`src/rtl/prog_loader.sv`:
```
// Boot loader: assembles a valid/ready byte stream into instruction words, writes them to
// instruction memory, then releases the CPU with a one-cycle start pulse.
// Optional byte-XOR checksum stage: define PROG_LOADER_CHECKSUM_EN.
module prog_loader #(
  parameter int INSTR_W = 19,
  parameter int ADDR_W  = 12
) (
  input  logic               clk,
  input  logic               rst,
  input  logic               load,
  input  logic [7:0]         in_data,
  input  logic               in_valid,
  output logic               in_ready,
  output logic               imem_we,
  output logic [ADDR_W-1:0]  imem_addr,
  output logic [INSTR_W-1:0] imem_wdata,
  output logic               cpu_hold,
  output logic               start,
  output logic               busy,
  output logic               done,
  output logic               err
);

  localparam int NB    = (INSTR_W + 7) / 8;
  localparam int BC_W  = $clog2(NB + 1);
  localparam int IDX_W = ADDR_W + 1;
  // Common width for comparing the 16-bit length against the word index.
  localparam int CMP_W = (IDX_W > 16) ? IDX_W : 16;
  localparam logic [CMP_W-1:0] MAX_N = CMP_W'(1) << ADDR_W;

  typedef enum logic [2:0] {
    S_IDLE  = 3'd0,
    S_LEN   = 3'd1,
    S_DATA  = 3'd2,
    S_WRITE = 3'd3,
    S_START = 3'd4,
    S_DONE  = 3'd5,
`ifdef PROG_LOADER_CHECKSUM_EN
    S_CHK   = 3'd7,
`endif
    S_ERR   = 3'd6
  } state_t;

  state_t              state_q, state_d;
  logic [BC_W-1:0]     byte_cnt_q, byte_cnt_d;
  logic [15:0]         len_q, len_d;
  logic [IDX_W-1:0]    idx_q, idx_d;
  logic [NB*8-1:0]     asm_q, asm_d;
  logic [ADDR_W-1:0]   addr_q, addr_d;
  logic [INSTR_W-1:0]  wdata_q, wdata_d;
`ifdef PROG_LOADER_CHECKSUM_EN
  logic [7:0]          xor_q, xor_d;
`endif

  logic        xfer;
  logic [15:0] len_new;

  assign in_ready = (state_q == S_LEN) || (state_q == S_DATA)
`ifdef PROG_LOADER_CHECKSUM_EN
                    || (state_q == S_CHK)
`endif
                    ;
  assign xfer       = in_valid & in_ready;
  assign len_new    = {len_q[15:8], in_data};
  assign imem_addr  = addr_q;
  assign imem_wdata = wdata_q;

  always_ff @(posedge clk or negedge rst) begin
    if (!rst) begin
      state_q    <= S_IDLE;
      byte_cnt_q <= '0;
      len_q      <= '0;
      idx_q      <= '0;
      asm_q      <= '0;
      addr_q     <= '0;
      wdata_q    <= '0;
`ifdef PROG_LOADER_CHECKSUM_EN
      xor_q      <= '0;
`endif
    end else begin
      state_q    <= state_d;
      byte_cnt_q <= byte_cnt_d;
      len_q      <= len_d;
      idx_q      <= idx_d;
      asm_q      <= asm_d;
      addr_q     <= addr_d;
      wdata_q    <= wdata_d;
`ifdef PROG_LOADER_CHECKSUM_EN
      xor_q      <= xor_d;
`endif
    end
  end

  always_comb begin
    state_d    = state_q;
    byte_cnt_d = byte_cnt_q;
    len_d      = len_q;
    idx_d      = idx_q;
    asm_d      = asm_q;
    addr_d     = addr_q;
    wdata_d    = wdata_q;
`ifdef PROG_LOADER_CHECKSUM_EN
    xor_d      = xor_q;
`endif
    imem_we  = 1'b0;
    cpu_hold = 1'b0;
    start    = 1'b0;
    busy     = 1'b0;
    done     = 1'b0;
    err      = 1'b0;

    case (state_q)
      S_IDLE, S_DONE, S_ERR: begin
        done     = (state_q == S_DONE);
        err      = (state_q == S_ERR);
        cpu_hold = (state_q == S_ERR);
        if (load) begin
          state_d    = S_LEN;
          byte_cnt_d = '0;
          len_d      = '0;
          idx_d      = '0;
`ifdef PROG_LOADER_CHECKSUM_EN
          xor_d      = '0;
`endif
        end
      end

      S_LEN: begin
        busy     = 1'b1;
        cpu_hold = 1'b1;
        if (xfer) begin
          if (byte_cnt_q == '0) begin
            len_d[15:8] = in_data;
            byte_cnt_d  = BC_W'(1);
          end else begin
            len_d      = len_new;
            byte_cnt_d = '0;
            if ((len_new == 16'd0) || (CMP_W'(len_new) > MAX_N))
              state_d = S_ERR;
            else
              state_d = S_DATA;
          end
        end
      end

      S_DATA: begin
        busy     = 1'b1;
        cpu_hold = 1'b1;
        if (xfer) begin
          // Little-endian: byte k of the word lands at bits [8k+7:8k].
          for (int i = 0; i < NB; i++) begin
            if (byte_cnt_q == BC_W'(i))
              asm_d[i*8 +: 8] = in_data;
          end
`ifdef PROG_LOADER_CHECKSUM_EN
          xor_d = xor_q ^ in_data;
`endif
          if (byte_cnt_q == BC_W'(NB - 1)) begin
            byte_cnt_d = '0;
            state_d    = S_WRITE;
            wdata_d    = asm_d[INSTR_W-1:0];
            addr_d     = idx_q[ADDR_W-1:0];
          end else begin
            byte_cnt_d = byte_cnt_q + BC_W'(1);
          end
        end
      end

      S_WRITE: begin
        busy     = 1'b1;
        cpu_hold = 1'b1;
        imem_we  = 1'b1;
        idx_d    = idx_q + IDX_W'(1);
        if (CMP_W'(idx_d) == CMP_W'(len_q)) begin
`ifdef PROG_LOADER_CHECKSUM_EN
          state_d = S_CHK;
`else
          state_d = S_START;
`endif
        end else begin
          state_d = S_DATA;
        end
      end

`ifdef PROG_LOADER_CHECKSUM_EN
      S_CHK: begin
        busy     = 1'b1;
        cpu_hold = 1'b1;
        if (xfer)
          state_d = (in_data == xor_q) ? S_START : S_ERR;
      end
`endif

      S_START: begin
        busy    = 1'b1;
        start   = 1'b1;
        state_d = S_DONE;
      end

      default: state_d = S_IDLE;
    endcase
  end

endmodule

```
`config.mk`:
```
export PLATFORM = sky130hd
export DESIGN_NAME = prog_loader
export DESIGN_NICKNAME = d
export VERILOG_FILES = /design/src/rtl/prog_loader.sv
export SDC_FILE = /design/constraint.sdc
export NUM_CORES = 1
export LEC_CHECK = 0
export ABC_AREA = 1
export CORE_MARGIN = 2
export CORE_UTILIZATION = 40
export DETAILED_ROUTE_END_ITERATION = 16
export PLACE_DENSITY_LB_ADDON = 0.3
export SLEW_MARGIN = 5
export SYNTH_ARGS = -nofsm -noshare
export SYNTH_HDL_FRONTEND = slang
export SYNTH_SLANG_ARGS = --single-unit
```
`constraint.sdc`:
```
create_clock -name clk -period 2.2 [get_ports clk]
set_input_delay 0.33 -clock clk [delete_from_list [all_inputs] [get_ports clk]]
set_output_delay 0.33 -clock clk [all_outputs]
set_load 0.03 [all_outputs]
```
* Word-level counts from Yosys, hierarchy flattened *
Cells that the tools add are included.

word-level totals
  register bits after elaboration = 84
  input port bits = 12
  output and inout port bits = 38
  logic and storage cells = 75

cells by class
  add/subtract/negate cells = 2
  $lt $le $gt $ge = 1
  eq/ne operators = 15
  multiplexer cells = 30
  bitwise gates (word level) = 1
  reduce and logical (&&, ||, !) cells = 18

operators by type and width
  kind                     number
  $mux W16                 2
  $mux W8                  4
  $pmux W16 S2             1
  $pmux W13 S2             1
  $mux W3                  8
  $eq A13 B16 Y1           1
  $gt A16 B13 Y1 const B   1
  $logic_not A16 Y1        1
  $pmux W3 S5              1
  $add A13 B1 Y13 const B  1
  $mux W13                 1
  $reduce_and A4 Y1        3
  $eq A3 B3 Y1 const B     3
  $mux W2                  4
  $ne A2 B2 Y1 const B     4
  $eq A3 B2 Y1 const B     2
  $mux W1                  6
  $pmux W2 S3              1
  $reduce_or A3 Y1         2
  $reduce_and A5 Y1        1
  $ne A2 B1 Y1 const B     2
  $reduce_and A2 Y1        2
  $reduce_bool A2 Y1       2
  $reduce_or A4 Y1         1
  other kinds (11)         12

* Logic depth before layout (Yosys ltp) *
Gate-level depths: netlist of run 1.

  depth in word-level cells = 6
  depth in mapped cells = 16
  mapped depth without buffers = 16

* Worst setup path before layout of run 1 *
No wires, ideal clock.

  path type = flip-flop to output port
  start = reg state_q[2]
  end = out busy
  data arrival time = 1.563 ns
  data required time = 1.870 ns
  slack = 0.307 ns
  stages on the path, launching flop included = 7
  path buffers = 1
  cell sequence = dfrtp_1 inv_1 nand2_2 nor2_2 inv_1 clkbuf_1 nand2_1

on the way
  word-level cells in the longest chain between the ends = 3
  elaborated cells between the ends (all ways) = 6
  classes of those cells = 4 x eq/ne; 1 x mux; 1 x reduce/logical

RTL lines
  what                                        RTL line  source
  from (decl)                                 44        state_t state_q, state_d;
  from (signal assigned)                      81        state_q <= state_d;
  $eq A3 B1 Y1, or another cell as far along  112       case (state_q)
  $reduce_or A4 Y1 (no line) (*)              n/a
  $mux W1 (*)                                 112
  to (decl)                                   19        output logic busy,

Every way passes the cells marked *; elsewhere a longest branch is shown, timed or not.

* Worst setup path after layout of run 1 *
  start = reg state_q[1]
  end = out done

on the way
  word-level cells in the longest chain between the ends = 3
  elaborated cells between the ends (all ways) = 5
  classes of those cells = 2 x eq/ne; 1 x mux; 2 x reduce/logical

RTL lines
  what                                        RTL line  source
  $eq A3 B3 Y1, or another cell as far along  112, 114
  $reduce_or A3 Y1                            112
  $mux W1 (*)                                 112
  to (decl)                                   20        output logic done,

Marks and branches as above.

==> run_results.csv, run 1 <==
group,metric,value,unit
job,cap_viol_max_count,0,
layout,layout_commonest_cell,"nand2_1",
pwr,combPwrFrac,0.485,
pwr,net-switching-power,2.94,mW
clocking,cts_buffers,9,
global_routing,grt_max_degree,45,
sta,max-slew-margin-rel,0.634,
routing,routed-via-count,3592,
pwr,p_seq_frac,0.342,
global_routing,grt_usage,0.182,
setup_path,critPathLaunchType,"register",
global_routing,grt_pass1_vias,3476,
setup_path,critPathKind,"reg -> out",
clocking,clk_pin_slew,80,ps
layout,syn_to_final_growth,20.7,%
pwr,ir_drop,0.726,mV
sta,setup_viol,0,
global_routing,antenna_found_initial,0,
place,gp_congestion,0.889,
setup_path,crit_buf_inv,2,
floorplanning,coreArea,10200,µm²
setup_path,rr_worst_depth,16,
floorplanning,fp-row-count,37,
pwr,internal_power,3.56,mW
layout,final_util,0.489,
layout,final_cell_mix,"nand2_1 (212), dfrtp_1 (81), inv_1 (53)",
layout,diodes,0,
routing,drcViolationCount,0,
sta,fmax,0.477,GHz
sta,hold_viol_final,0,
place,post-dp-hpwl,7100,µm
floorplanning,io_pins,50,
setup_path,worstPathArrival,1770,ps
routing,wirelength,9710,µm
layout,fillers,1040,
routing,antenna_left,0,
clocking,postCtsSetupBuffers,0,
clocking,clockRootBuffer,"clkbuf_8",
sta,rsz0062_at_grt,"no",
layout,drive_gt1_frac,0.119,
pwr,p_leak,2.40,nW
setup_path,crit_path_end_kind,"output pin",
clocking,clock_latency,360,ps
hold_path,min_path_type,"in -> async",
clocking,cts_sinks,81,
routing,first_pass_iters,5,
synth,avgSynthCellArea,7.68,µm²
place,io_buffers,49,
setup_path,critPathMaxStageDelay,670,ps
setup_path,cp.required,1870,ps
routing,viasPerCell,4.90,
synth,syn-instance-count,537,
pwr,power.density,1310,nW/µm²
setup_path,reg2reg_slack,320,ps
synth,yosysSeqAreaShare,0.491,
sta,setup-tns-final,0,ps
floorplanning,die_w,106,µm
setup_path,r2r_end,"state_q[1]$_DFFE_PN0P_",
routing,first_iter_violations,212,
sta,period_share,0.953,
synth,syn-cell-area,4130,µm²
setup_path,cp_max_fo,4,
sta,fin_worst_skew,9.03,ps
floorplanning,start_util,0.405,
setup_path,crit_chain,"inv_2, nand2_4, nor2_1, clkdlybuf4s50_1",
clocking,cts_tree,"done",
clocking,clockBufferDepth,2,
setup_path,crit_family,"buffers and inverters",
setup_path,crit_slowest_cell,"clkdlybuf4s50_1",
routing,wl_per_cell,13.2,µm
clocking,htree_levels,3,
synth,yosysWarningCount,0,
layout,layout.nets,605,
floorplanning,dieArea,11100,µm²
pwr,power_frac_clock,0.173,
global_routing,gr-total-overflow,0,
synth,synth_nets,550,
global_routing,grt_pass1_wl,16300,µm
synth,synth.ff_latch_count,81,
sta,worstMarginPinSlew,544,ps
pwr,p_sw_frac,0.453,
floorplanning,fp.dieH,106,µm
outcome,status,"finished, final reports clean",
sta,finalMaxSlewViolations,0,
sta,final.min_clock_period,2100,ps
synth,ys_types,30,
setup_path,r2r-start,"idx_q[1]$_DFFE_PN0P_",
==> cell type report <==
class	instances	area [µm²]	area share
inverter	60	228	0.0457
clock inverter	7	77.6	0.0156
sequential	81	2030	0.407
clock buffer	9	124	0.0249
tap	136	170	0.0342
multi-input combinational	381	1780	0.357
timing repair buffer	59	574	0.115
==> power groups by stage <==
stage | Combinational, mW | Sequential (mW) | Clock (mW)
after floorplan | 1.88 | 2.57 | 0
after global placement | 3.14 | 2.23 | 0
after detailed placement | 3.18 | 2.24 | 0
after CTS | 3.19 | 2.23 | 1.16
after global routing | 3.51 | 2.28 | 1.21
final | 3.15 | 2.22 | 1.12
==> synth_stat cells (all sizes together) <==
library cell / n / share of area
ha: 1 / 0.0030
or2: 1 / 0.0015
nor2: 41 / 0.049
a21oi: 6 / 0.010
o21ai: 63 / 0.089
nor3: 3 / 0.0061
o22ai: 11 / 0.017
nand2: 220 / 0.21
inv: 60 / 0.055
nor4: 2 / 0.0030
dfrtp: 81 / 0.49
nand4: 4 / 0.0061
clkbuf: 8 / 0.0097
nand3b: 4 / 0.0073
nand3: 25 / 0.030
buf: 7 / 0.013
==> cells by family (layout without fill, tap and decap cells) <==
group | Yosys count | in the layout | synth area share
AND/OR/NAND/NOR | 300 | 300 | 0.312
flip-flops | 81 | 81 | 0.491
AO/OA/AOI/OAI | 80 | 80 | 0.116
buffers and inverters | 75 | 135 | 0.0776
adder cells (fa/ha/maj) | 1 | 1 | 0.00303
==> worst max-delay path by stage <==
stage	startpoint	end	slack, ps	cells after the start
after floorplan	state_q[2]$_DFFE_PN0P_	busy	310	6
after global placement	in_data[0]	state_q[2]$_DFFE_PN0P_	280	11
after detailed placement	in_data[0]	state_q[2]$_DFFE_PN0P_	200	11
after CTS	state_q[1]$_DFFE_PN0P_	start	20	4
after global routing	idx_q[1]$_DFFE_PN0P_	state_q[1]$_DFFE_PN0P_	20	16
final	state_q[1]$_DFFE_PN0P_	done	100	4
==> timing repair <==
action	CTS	global route
endpoints found under the setup margin	1	1
gates resized for setup	1	1
hold endpoints to repair	37	0
hold buffers	1	0
==> routing by layer <==
layer | track usage | wire (µm) | share of wire
met5 | 0 | 0 | 0
met4 | 0.0639 | 266 | 0.027
met3 | 0.0482 | 542 | 0.056
met2 | 0.287 | 4450 | 0.46
met1 | 0.244 | 4450 | 0.46
==> registers in the layout (all words and copies together), names as in the netlist <==
signal      flops
idx_q          13
imem_addr      12
state_q         3
byte_cnt_q      2
imem_wdata     19
asm_q          16
len_q          16
==> per-stage QoR <==
step	instance area [µm²]	setup slack [ps]	hold WS (ps)	std cells	power (mW)
2_1_floorplan	4130	307	34.4	537	4.44
3_3_place_gp	4770	280	328	716	5.37
3_5_place_dp	4770	201	335	716	5.42
4_1_cts	4980	22.2	486	733	6.57
5_1_grt	4980	21.2	506	733	6.99
6_report	4980	103	478	733	6.50
Power figures use the tool's default switching activity.
==> run 2, diff against run 1 <==
ABC_AREA = 0   (was 1)
==> run_results.csv, run 2 <==
group,metric,value,unit
layout,drive_gt1_frac,0.173,
sta,finalMaxSlewViolations,0,
pwr,total_power,6.39,mW
layout,layout.nets,494,
sta,setup_viol,0,
sta,final.min_clock_period,2050,ps
sta,rsz0062_at_grt,"no",
pwr,ir_drop,0.680,mV
setup_path,critPathLaunchType,"register",
place,gp_congestion,0.886,
floorplanning,coreArea,9280,µm²
global_routing,grt_pass1_vias,3116,
place,placed_area,4620,µm²
sta,hold_viol_final,0,
job,cap_viol_max_count,0,
global_routing,gr-total-overflow,0,
synth,yosysMostFrequentCell,"nand2_1",
place,io_buffers,49,
routing,first_iter_violations,118,
global_routing,grt_pass1_wl,14900,µm
clocking,cts_buffers,9,
layout,final_area,4860,µm²
setup_path,crit_family,"buffers and inverters",
routing,antenna_left,0,
synth,synth.top_cells.by_count,"nand2_1 (138), dfrtp_1 (81), o21ai_0 (41), nor2_1 (20), mux2_2 (16)",
floorplanning,start_util,0.415,
sta,fin_worst_skew,12.3,ps
setup_path,crit_path_end_kind,"output pin",
layout,fillers,912,
clocking,clk_pin_slew,90,ps
clocking,cts_sinks,81,
sta,max-slew-margin-rel,0.615,
sta,setup_slack,151,ps
routing,wirelength,8650,µm
synth,synth.ff_latch_count,81,
setup_path,cp.required,1870,ps
synth,synth_nets,425,
pwr,power.density,1320,nW/µm²
sta,period_share,0.931,
synth,syn-cell-area,3850,µm²
synth,yosysWarningCount,0,
routing,drcViolationCount,0,
synth,yosysSeqAreaShare,0.526,
setup_path,critPathKind,"reg -> out",
setup_path,crit_slowest_cell,"dfrtp_2",
floorplanning,fp-row-count,35,
setup_path,crit_buf_inv,4,
floorplanning,io_pins,50,
sta,fmax,0.488,GHz
pwr,p_leak,2.26,nW
layout,multi_input_area,1720,µm²
sta,setup-tns-final,0,ps
global_routing,antenna_found_initial,0,
synth,netlist.area_leader.share,0.526,
routing,routed-via-count,3036,
routing,wl_per_cell,14.1,µm
synth,synthTopCellsByArea,"dfrtp_1 (53%), nand2_1 (13%), o21ai_0 (5.3%)",
setup_path,worstPathArrival,1720,ps
global_routing,grt_max_degree,46,
clocking,clock_latency,360,ps
layout,largest_reg_flops,19,
clocking,cts_tree,"done",
clocking,clockRootBuffer,"clkbuf_8",
layout,final_cell_mix,"nand2_1 (138), dfrtp_1 (78), o21ai_0 (41), clkdlybuf4s50_1 (41), buf_4 (30)",
routing,viasPerCell,4.94,
layout,seqCellArea,2030,µm²
synth,synth-async-reset-ratio,1.00,
setup_path,critPathMaxStageDelay,450,ps
place,dp_slack,65.7,ps
layout,diodes,0,
clocking,htree_levels,3,
clocking,clockBufferDepth,2,
synth,avgSynthCellArea,9.35,µm²
synth,syn-instance-count,412,
sta,worstMarginPinSlew,578,ps
synth,ys_types,47,
synth,synth_top_area_cell,"dfrtp_1",
floorplanning,die_w,102,µm
synth,synth-edff-count,0,
place,post-dp-hpwl,6220,µm
floorplanning,fp.dieH,102,µm
layout,layout_commonest_cell,"nand2_1",
global_routing,grt_usage,0.182,
floorplanning,dieArea,10400,µm²
synth,synth_ff_type,"dfrtp_1",
routing,first_pass_iters,4,
hold_path,min_path_type,"reg -> reg",
setup_path,cp_max_fo,8,
outcome,status,"finished, final reports clean",
layout,syn_to_final_growth,26.1,%
setup_path,critical_path.most_common_cell,"buf_4",
setup_path,crit_chain,"buf_4, nand2_1, or2_2, clkinv_1, buf_4, buf_4",
-- run 2: final timing paths --
kind / cells past startpoint / end / startpoint / slack [ps]
setup reg to reg: 7 / state_q[1]$_DFFE_PN0P_ / idx_q[0]$_DFFE_PN0P_ / 170
min in group asynchronous: 2 / imem_addr[4]$_DFFE_PN0P_ / rst / 500
setup / recovery: 6 / imem_we / state_q[1]$_DFFE_PN0P_ / 150
hold reg to reg: 2 / imem_wdata[3]$_DFFE_PN0P_ / asm_q[3]$_DFFE_PN0P_ / 460
max in group asynchronous: 3 / asm_q[3]$_DFFE_PN0P_ / rst / 1070
hold / removal: 2 / imem_wdata[3]$_DFFE_PN0P_ / asm_q[3]$_DFFE_PN0P_ / 460
-- run 2: kinds of logic (layout without fill, tap and decap cells) --
family | count (synthesis) | in the layout | synth area share
and+or+nand+nor | 202 | 202 | 0.245
DFF | 81 | 81 | 0.526
AOI/OAI and AO/OA | 69 | 69 | 0.107
buffers and inverters | 24 | 98 | 0.0286
xor gates and xnor gates | 18 | 18 | 0.0409
muxes | 17 | 17 | 0.0494
adders and majority gates | 1 | 1 | 0.00325
-- run 2: timing repair --
item / 4_1_cts / 5_1_grt
gates resized for setup: 7 / 5
setup buffers: 0 / 1
hold endpoints to repair: 41 / 0
hold buffers: 1 / 0
setup endpoints to repair: 6 / 17
-- run 2: metrics by stage --
step / hold slack [ps] / utilization / cells
after global routing: 499 / 0.523 / 615
after global placement: 361 / 0.498 / 597
after floorplan: 34.4 / - / 412
after detailed placement: 365 / 0.498 / 597
final: 463 / 0.523 / 615
after CTS: 471 / 0.521 / 614
-- run 2: report_power, final --
group | internal, mW | switching, mW
Sequential | 2.03 | 0.404
Combinational | 1.24 | 1.56
Clock | 0.569 | 0.577
Total | 3.85 | 2.54
-- run 2: worst register-to-register path: stages (launching register included) --
cell,delay (ps)
dfrtp_1,390
ha_2,230
and3_1,230
and3_1,230
and2_1,170
a211o_1,330
nor4b_2,240
a21oi_1,90
-- run 2: cell type report --
class                      count  share of cell area
sequential                    81               0.418
timing repair buffer          79               0.149
tap                          129              0.0332
clock inverter                 6              0.0149
clock buffer                  10              0.0283
inverter                       3             0.00232
multi-input combinational    307               0.354
-- run 2: layer usage --
| metal | track usage | vias to the layer above | wire (µm) |
|---|---|---|---|
| li1 | - | 1532 | - |
| met3 | 0.0417 | 8 | 271 |
| met4 | 0.0472 | 0 | 87 |
| met1 | 0.246 | 1440 | 4220 |
| met5 | 0 | - | 0 |
| met2 | 0.299 | 56 | 4070 |
==> run 3, diff against run 2 <==
CELL_PAD_IN_SITES_DETAIL_PLACEMENT = 1   (was not set)
CELL_PAD_IN_SITES_GLOBAL_PLACEMENT = 1   (was not set)
==> run_results.csv, run 3 (same netlist as run 2, synthesis figures left out) <==
group,metric,value,unit
outcome,status,"finished, final reports clean",
floorplanning,io_pins,50,
clocking,clk_pin_slew,90,ps
layout,fillers,1071,
routing,routed-via-count,3128,
setup_path,cp_max_fo,10,
layout,largest_reg_flops,19,
global_routing,antenna_found_initial,0,
global_routing,grt_pass1_wl,16800,µm
routing,wl_per_cell,16.1,µm
job,cap_viol_max_count,0,
sta,setup_viol,0,
layout,final_util,0.525,
setup_path,critPathLaunchType,"register",
routing,antenna_left,0,
floorplanning,fp.dieH,102,µm
place,post-dp-hpwl,6920,µm
layout,diodes,0,
floorplanning,fp-row-count,35,
place,io_buffers,49,
sta,finalMaxSlewViolations,0,
setup_path,reg2reg_slack,120,ps
pwr,ir_drop,0.746,mV
setup_path,r2r-start,"idx_q[1]$_DFFE_PN0P_",
sta,final.min_clock_period,2100,ps
setup_path,r2r_end,"state_q[1]$_DFFE_PN0P_",
routing,wirelength,9860,µm
place,placed_area,4610,µm²
setup_path,crit_path_end_kind,"output pin",
layout,layout_commonest_cell,"nand2_1",
hold_path,min_from,"asm_q[10]$_DFFE_PN0P_",
global_routing,grt_pass1_vias,3368,
sta,max-slew-margin-rel,0.626,
place,gp_congestion,0.802,
clocking,clock_latency,360,ps
clocking,cts_tree,"done",
setup_path,worstPathArrival,1770,ps
floorplanning,start_util,0.415,
sta,period_share,0.953,
global_routing,gr-total-overflow,0,
sta,fin_worst_skew,5.94,ps
clocking,clockBufferDepth,2,
clocking,cts_sinks,81,
hold_path,holdPathEnd,"imem_wdata[10]$_DFFE_PN0P_",
layout,seqCellArea,2030,µm²
pwr,p_leak,2.31,nW
sta,fmax,0.477,GHz
setup_path,cp.required,1870,ps
sta,setup-tns-final,0,ps
layout,syn_to_final_growth,26.6,%
clocking,htree_levels,3,
floorplanning,die_w,102,µm
routing,first_pass_iters,4,
floorplanning,dieArea,10400,µm²
setup_path,critPathKind,"reg -> out",
sta,worstMarginPinSlew,561,ps
routing,drcViolationCount,0,
global_routing,grt_max_degree,43,
clocking,clockRootBuffer,"clkbuf_8",
layout,drive_gt1_frac,0.171,
clocking,cts_buffers,9,
floorplanning,coreArea,9280,µm²
hold_path,holdPathStages,2,
pwr,power.density,1340,nW/µm²
routing,viasPerCell,5.10,
hold_path,min_path_type,"reg -> reg",
global_routing,grt_usage,0.209,
setup_path,rr_worst_depth,7,
sta,hold_viol_final,0,
layout,multi_input_area,1740,µm²
routing,first_iter_violations,123,
layout,final_area,4870,µm²
layout,final_cell_mix,"nand2_1 (138), dfrtp_1 (78), o21ai_0 (41), clkdlybuf4s50_1 (41), buf_4 (27)",
layout,layout.nets,492,
==> run 3: changes by cell type in the layout (fill, tap and decap cells not counted), sizes merged <==
cell,before,now
dlymetal6s2s,1,4
inv,5,4
buf,31,29
clkinv,2,4
dlygate4sd2,5,2
clkbuf,10,9
==> run 3: per-stage QoR <==
step | setup WS [ps] | std cells | hold WS (ps) | total power, mW
floorplan | 170 | 412 | 34.4 | 4.25
global placement | 91.4 | 594 | 357 | 5.25
detailed placement | 19.8 | 594 | 362 | 5.37
CTS | 0.498 | 611 | 480 | 6.53
global route | -14.2 | 613 | 496 | 7.00
finish | 103 | 613 | 473 | 6.51
==> run 3: what timing repair did <==
item | CTS | global route
hold buffers | 1 | 0
pin swaps | 0 | 2
buffers inserted | 0 | 2
resized for setup | 4 | 11
setup endpoints to repair | 7 | 24
hold endpoints to repair | 40 | 0
==> run 3: power breakdown <==
part           internal [mW]  switching [mW]  total (mW)  leakage, nW
sequential              2.03           0.432        2.47         1.06
clock                  0.534           0.588        1.12        0.100
combinational           1.30            1.62        2.93         1.15
==> run 3: area by class of cell <==
class	instances	area share
flip-flops and latches	81	0.417
multi-input cells	307	0.357
repair buffers	77	0.150
well taps	129	0.0331
clock buffers	9	0.0254
clock inverters	7	0.0159
inverters	3	0.00231
==> run 3: worst max-delay path by stage <==
| stage | start | endpoint | slack [ps] | cells past startpoint |
|---|---|---|---|---|
| after floorplan | idx_q[0]$_DFFE_PN0P_ | state_q[1]$_DFFE_PN0P_ | 170 | 7 |
| after global placement | idx_q[0]$_DFFE_PN0P_ | state_q[1]$_DFFE_PN0P_ | 90 | 7 |
| after detailed placement | in_valid | len_q[1]$_DFFE_PN0P_ | 20 | 6 |
| after CTS | state_q[1]$_DFFE_PN0P_ | start | 0.5 | 4 |
| after global routing | state_q[0]$_DFFE_PN0P_ | imem_we | -10 | 6 |
| final | state_q[0]$_DFFE_PN0P_ | imem_we | 100 | 6 |
==> run 3: layer usage <==
layer	global-route usage	up-vias	share of wire
li1	-	1524	-
met1	0.271	1548	0.46
met2	0.354	48	0.50
met3	0.0424	8	0.028
met4	0.0677	0	0.011
met5	0	-	0
==> run 3: critical path, cell delays in order (launching register included) <==
cell and delay [ps]:
dfrtp_2 450, buf_4 180, nand2_1 80, or2_2 290, clkinv_1 70, buf_4 170
buf_4 170
==> RTL edit, RTL diff (flow settings as in run 1) <==
Register the output `err`; this adds one clock of latency there. The other outputs are not delayed to match.
--- a/src/rtl/prog_loader.sv
+++ b/src/rtl/prog_loader.sv
@@ -43,2 +43,4 @@
 
+  logic err_d;
+
   state_t              state_q, state_d;
@@ -109,3 +111,3 @@
     done     = 1'b0;
-    err      = 1'b0;
+    err_d    = 1'b0;
 
@@ -114,3 +116,3 @@
         done     = (state_q == S_DONE);
-        err      = (state_q == S_ERR);
+        err_d    = (state_q == S_ERR);
         cpu_hold = (state_q == S_ERR);
@@ -203,2 +205,6 @@
 
+  always_ff @(posedge clk) begin
+    err <= err_d;
+  end
+
 endmodule
Behaviour: not the same (Yosys sat finds a counterexample within 4 cycles, from zero or initial values and one cycle with rst low).
==> RTL edit against run 1 <==
- highest routed layer unchanged
- routed wire length fell by 0.84%
- cell count fell by 0.68%
- setup slack improved by 0.026 ns
- die area rose by 0.90%
- largest power group unchanged
- first-iteration DRC count fell by 40%
- total power rose by 5.8%
- global-route usage barely moved
- utilization barely moved
- synthesized area rose by 0.94%
- final area rose by 0.45%
- clock power fell by 11%
- via count fell by 1.5%
- sequential cell count rose by 1
==> RTL edit: results <==
[status]
status = finished clean

[critical_path]
crit_path_max_fanout = 7
endpoint = busy
worst_path_max_delay_cell = dfrtp_1
cp_top_family = buffers and inverters
worst_ep_arrival_time_ns = 1.74
crit_path_max_incr_delay_ns = 0.48
reg2reg_from = idx_q[0]
r2r_slack_ns = 0.26

[yosys]
synth.distinct_cells = 34
seq_area_frac_synth = 0.4914
synthAdderAreaFrac = 0.003004
synth_common_cells = nand2_1, dfrtp_1, inv_1
synth_xor_area_frac = 0.007810
synth.area.top_cells = dfrtp_1, nand2_1, o21ai_0, inv_1, o21ai_2
avgSynthCellArea_sq_um = 7.829
synth-compound-area-share = 0.1247
async_reset_ff_frac = 0.9878
synth_fp_nets = 545

[drt]
wirelength_um = 9625
drt_iter0_markers = 127
vias_per_cell = 4.860
vias = 3538

[finish]
num-fill-cells = 1012
fin_nets = 601
drive_above_1_share = 0.1351
post-route-util = 0.4889

[hold_path]
hold_path.class = flop to flop
min_to = imem_wdata[1]
holdPathStages = 2

[place]
dpl_worst_slack_ns = 0.04810
gp_congestion = 0.8764
placed_area_sq_um = 4812
dp_cells = 712
dp_hpwl_um = 6951

[timing]
skew_ns = 0.01411
hold_ws_ns = 0.4835
period_needed_ns = 2.071
worst_pin_slew_ns = 0.9783

[cts]
clock-root-buffer = clkbuf_8
cts_buffer_depth = 2

[global_route]
grtUsageTotal = 0.1824
grt_pass1_wl_um = 16510
grt_pass1_vias = 3444

[power_and_ir_drop]
peakVddDrop_v = 0.0006342
leakage_nw = 2.391
[RTL edit: metal layers]
| layer | wire (um) | vias to the layer above | global-route usage |
|---|---|---|---|
| li1 | - | 1800 | - |
| met1 | 4588 | 1658 | 0.2459 |
| met5 | 0 | - | 0 |
| met2 | 4537 | 75 | 0.3009 |
| met3 | 435 | 5 | 0.04476 |
| met4 | 63 | 0 | 0.03665 |
[RTL edit: timing repair]
item | CTS | global route
endpoints found under the hold margin | 32 | 0
setup buffers | 0 | 0
gates resized for setup | 3 | 2
hold buffers | 1 | 0
cloned | 0 | 0
endpoints found under the setup margin | 3 | 2
[RTL edit: final cells by class]
class                   instances  area share
clock inverters                 5    0.007754
well taps                     136     0.03402
inverters                      61     0.04577
repair buffers                 62      0.1171
flip-flops and latches         82      0.4095
multi-input cells             372      0.3584
clock buffers                  10     0.02751
[RTL edit: power by group]
part / switching [mW] / internal, mW / total (mW)
Sequential: 0.356 / 2.03 / 2.39
Clock: 0.563 / 0.438 / 1.00
Combinational: 2.26 / 1.23 / 3.49
